**src/rtl/tabla_programable.sv**
```systemverilog
// Programmable registered truth table: row-at-a-time writes, 1-cycle evaluate,
// and a sweep mode that streams every row and counts channel-0 minterms.
module tabla_programable #(
    parameter int N_IN  = 4,
    parameter int N_OUT = 1
) (
    input  logic             clk,
    input  logic             reset,
    input  logic             wr_en,
    input  logic [N_IN-1:0]  wr_addr,
    input  logic [N_OUT-1:0] wr_data,
    output logic             wr_ready,
    input  logic             eval_valid,
    input  logic [N_IN-1:0]  eval_in,
    output logic [N_OUT-1:0] eval_out,
    output logic             eval_out_valid,
    input  logic             sweep_start,
    output logic             sweep_busy,
    output logic             sweep_valid,
    output logic [N_IN-1:0]  sweep_addr,
    output logic [N_OUT-1:0] sweep_data,
    output logic             sweep_done,
    output logic [N_IN:0]    ones_count
);

    localparam int unsigned DEPTH = 1 << N_IN;

    typedef enum logic [1:0] {IDLE, SWEEP, DONE} state_t;

    state_t           state_q, state_d;
    logic [N_OUT-1:0] table_q [DEPTH];
    logic [N_IN-1:0]  cnt_q;
    logic [N_IN:0]    ones_q;
    logic [N_OUT-1:0] eval_q;
    logic             eval_v_q;
    logic             cnt_last;

    assign cnt_last = (cnt_q == {N_IN{1'b1}});

    always_comb begin
        state_d     = state_q;
        sweep_busy  = 1'b0;
        sweep_valid = 1'b0;
        sweep_done  = 1'b0;
        sweep_addr  = '0;
        sweep_data  = '0;
        case (state_q)
            IDLE: begin
                if (sweep_start) state_d = SWEEP;
            end
            SWEEP: begin
                sweep_busy  = 1'b1;
                sweep_valid = 1'b1;
                sweep_addr  = cnt_q;
                sweep_data  = table_q[cnt_q];
                if (cnt_last) state_d = DONE;
            end
            DONE: begin
                sweep_done = 1'b1;
                state_d    = IDLE;
            end
            default: state_d = IDLE;
        endcase
    end

    assign wr_ready       = ~sweep_busy;
    assign eval_out       = eval_q;
    assign eval_out_valid = eval_v_q;
    assign ones_count     = ones_q;

    always_ff @(posedge clk) begin
        if (reset) begin
            state_q  <= IDLE;
            cnt_q    <= '0;
            ones_q   <= '0;
            eval_q   <= '0;
            eval_v_q <= 1'b0;
            for (int unsigned i = 0; i < DEPTH; i++) table_q[i] <= '0;
        end else begin
            state_q  <= state_d;
            eval_v_q <= eval_valid;
            // Read uses the pre-edge table, so a same-row write is not visible yet.
            if (eval_valid) eval_q <= table_q[eval_in];
            if (wr_en && wr_ready) table_q[wr_addr] <= wr_data;
            if (state_q == IDLE && sweep_start) begin
                cnt_q  <= '0;
                ones_q <= '0;
            end else if (state_q == SWEEP) begin
                if (table_q[cnt_q][0]) ones_q <= ones_q + (N_IN+1)'(1);
                // Hold on the last row so the counter never starts a second pass.
                if (!cnt_last) cnt_q <= cnt_q + N_IN'(1);
            end
        end
    end

endmodule

```
**config.mk**
```make
export PLATFORM = sky130hd
export DESIGN_NAME = tabla_programable
export DESIGN_NICKNAME = d
export VERILOG_FILES = /design/src/rtl/tabla_programable.sv
export SDC_FILE = /design/constraint.sdc
export NUM_CORES = 1
export LEC_CHECK = 0
export BUFFER_PORTS_ARGS = -buffer_cell sky130_fd_sc_hd__buf_2
export CAP_MARGIN = 20
export CORE_AREA = 3 3 94 74
export CTS_BUF_LIST = sky130_fd_sc_hd__clkbuf_8
export DETAILED_ROUTE_END_ITERATION = 7
export DIE_AREA = 0 0 97 77
export PLACE_DENSITY = 0.46
export REMOVE_ABC_BUFFERS = 1
export SLEW_MARGIN = 5
export SYNTH_ARGS = -nofsm -noshare
export SYNTH_HDL_FRONTEND = slang
export SYNTH_SLANG_ARGS = --single-unit
export TNS_END_PERCENT = 1
```
**constraint.sdc**
```tcl
create_clock -name clk -period 2 [get_ports clk]
set_clock_uncertainty 0.1 [all_clocks]
set_input_delay 0.1 -clock clk [delete_from_list [all_inputs] [get_ports clk]]
set_output_delay 0.1 -clock clk [all_outputs]
set_load 0.02 [all_outputs]
```
==> out/metrics.cfg <==
[setup_path]
endpoint_kind = primary output
cp-start-kind = flip-flop
crit_fanout = 4
r2r_slack_ns = 0.01
crit_arrival_ns = 1.81
reg2reg_depth = 6
path_cells = mux4_2 -> o2bb2ai_2 -> or4_4 -> nand2_4 -> buf_6
reg2reg_to = ones_count[3]
crit_type = reg -> out
slowest_delay_ns = 0.56
cp_slowest_cell = or4_4
critPathRequiredTime_ns = 1.80

[drt]
drt_iter0_drc = 57
viasPerCell = 4.80
finalWirelength_microns = 4440
vias = 1435
drc = 0
drt_first_pass_iters = 4
drtAntennaViolNets = 0
avgRoutedWirePerCell_microns = 14.8

[synth]
synth_edf_count = 16
synth.distinct_cells = 38
synthFlopType = dfxtp_1
syn-cell-area_sq_um = 1820
avgSynthCellArea_sq_um = 10.3
synth_seq_cells = 33
netlist_instances = 176
synthArstFlopShare_pct = 0
synth_warnings = 0
synth.yosys.seq_area_share_pct = 45.2

[place]
hpwl_microns = 3400
place_congestion = 0.809
dp_cells = 284
post-place-ws_ns = 0.0435
io_buffers = 29

[clock_network]
cts_inserted_buffers = 5
cts_tree = built
clk_path_buf_depth = 2
path_clk_slew_ns = 0.08
cts.htree.levels = 2
clk_latency_ns = 0.29
root_buffer = clkbuf_8
numClockSinks = 33

[floorplan]
initial_core_util_pct = 29.5
die_area_sq_um = 7470
fp.dieW_microns = 97
ioPinCount = 30
core_area_sq_um = 6160
die_y_microns = 77
row_count = 25

[timing]
finalCritPeriodShare_pct = 101
tns_ns = -0.0107
max_freq_mhz = 497
rsz0062_at_grt = yes
slew_headroom_pct = 69.3
hold_viol = 0
slew_violations = 0
hold_ws_ns = 0.0843
layout_setup_ws_ns = -0.0107
setup_violations = 1
tightest_slew_ns = 0.460
period_needed_ns = 2.01

[run]
maxCapViolations = 0

[global_routing]
grt_overflow = 0
grt_max_degree = 26
grt_pass1_wl_microns = 6910
grt_pass1_vias = 1379
grt_usage_pct = 11.8
antenna_found_initial = 0

[final_layout]
layout_common_cells = buf_2, nor2_1, edfxtp_1
antenna_cells = 0
drive_above_1_share_pct = 31.2
fin_nets = 233
stdcell_count = 299
areaGrowthSynthToFinish_pct = 26.3
area.sequential_sq_um = 828
multi_input_area_sq_um = 971
fill_cells = 642
layout_commonest_cell = buf_2

[power]
p_leak_nw = 0.914
ir_worst_vdd_v = 0.000245
powerDensity_nw_per_um2 = 697

[min_path]
hold_path.startpoint = eval_in[2]
hold_end = eval_out
hold_depth = 4
min_path_type = in -> reg

[status]
violations = negative setup slack
status = finished with violations

final cells by class:
cell class                      instances  share of cell area (%)
Multi-Input combinational cell        130                    42.4
Clock buffer                            5                    3.00
Clock inverter                          3                    1.80
Timing Repair Buffer                   44                    11.8
Tap cell                               81                    4.42
Sequential cell                        33                    36.1
Inverter                                3                   0.491
worst max-delay path by stage:
| stage | startpoint | endpoint | slack (ns) | depth (start not counted) |
|---|---|---|---|---|
| 2_1_floorplan | state_q[0] | ones_count[1] | -0.83 | 5 |
| 3_3_place_gp | state_q[0] | table_q[12] | 0.08 | 5 |
| 5_1_grt | flip-flop | sweep_data | -0.05 | 5 |
| 4_1_cts | table_q[7] | sweep_data | 0.008 | 5 |
| 3_5_place_dp | state_q[0] | table_q[12] | 0.04 | 5 |
| 6_report | flip-flop | sweep_data | -0.01 | 5 |
layer usage:
layer,global-route usage (%),share of wire [%],up-vias,routed length (microns)
li1,-,-,718,-
met1,16.2,50,683,2230
met2,17.6,44,28,1970
met3,3.82,3.8,6,169
met4,3.93,1.6,0,73
met5,0,0,-,0
synthesized netlist by cell type (2+ instances only):
library cell / instances / area (sq um)
nor3_1: 4 / 20.0
inv_1: 3 / 11.3
a211oi_1: 2 / 15.0
nand3_1: 8 / 40.0
ha_1: 2 / 25.0
and2_1: 6 / 37.5
nor2b_1: 5 / 31.3
dfxtp_1: 17 / 340
mux2i_1: 12 / 120
a21oi_2: 3 / 26.3
or3_1: 4 / 25.0
o21bai_1: 4 / 30.0
a21o_1: 10 / 75.1
buf_4: 2 / 15.0
clkbuf_1: 5 / 18.8
nand2_1: 14 / 52.6
nor3b_1: 2 / 15.0
a41o_1: 3 / 30.0
a21oi_1: 4 / 20.0
and4b_1: 2 / 20.0
mux4_2: 5 / 113
buf_2: 2 / 10.0
mux2_1: 2 / 22.5
nor2_1: 26 / 97.6
edfxtp_1: 16 / 480
critical path: cells and delay by family (launching register included):
kind	cells	cell delay [ns]
and+or+nand+nor	2	0.66
muxes	1	0.34
AOI/OAI and AO/OA	1	0.05
buffers and inverters	1	0.11
DFF	1	0.36
per-stage QoR:
stage,util [%],cell area [sq um],total power [mW]
floorplan,-,1760,0.874
global placement,33.5,2070,0.962
detailed placement,33.5,2070,0.961
CTS,35.8,2210,1.60
global route,37.2,2290,1.66
finish,37.2,2290,1.60
kinds of logic after synthesis:
logic type / Yosys count / synth area share (%)
AND/OR/NAND/NOR: 77 / 21.3
flip-flops: 33 / 45.2
AO/OA/AOI/OAI: 31 / 13.9
multiplexers: 19 / 14.1
buffers and inverters: 13 / 3.65
adder cells (fa/ha/maj): 2 / 1.38
XOR/XNOR: 1 / 0.483
power breakdown:
group          switching (mW)  total (mW)  internal, mW
Clock                   0.270       0.637         0.367
Sequential             0.0178       0.746         0.729
Combinational           0.115       0.215        0.0999
repair_timing:
item | in CTS | in global routing
cloned | 0 | 0
endpoints found under the hold margin | 2 | 0
gates resized for setup | 5 | 8
buffers inserted | 1 | 5
setup endpoints to repair | 1 | 2
pin swaps | 1 | 5
hold buffers | 1 | 0
Power figures use the tool's default switching activity.
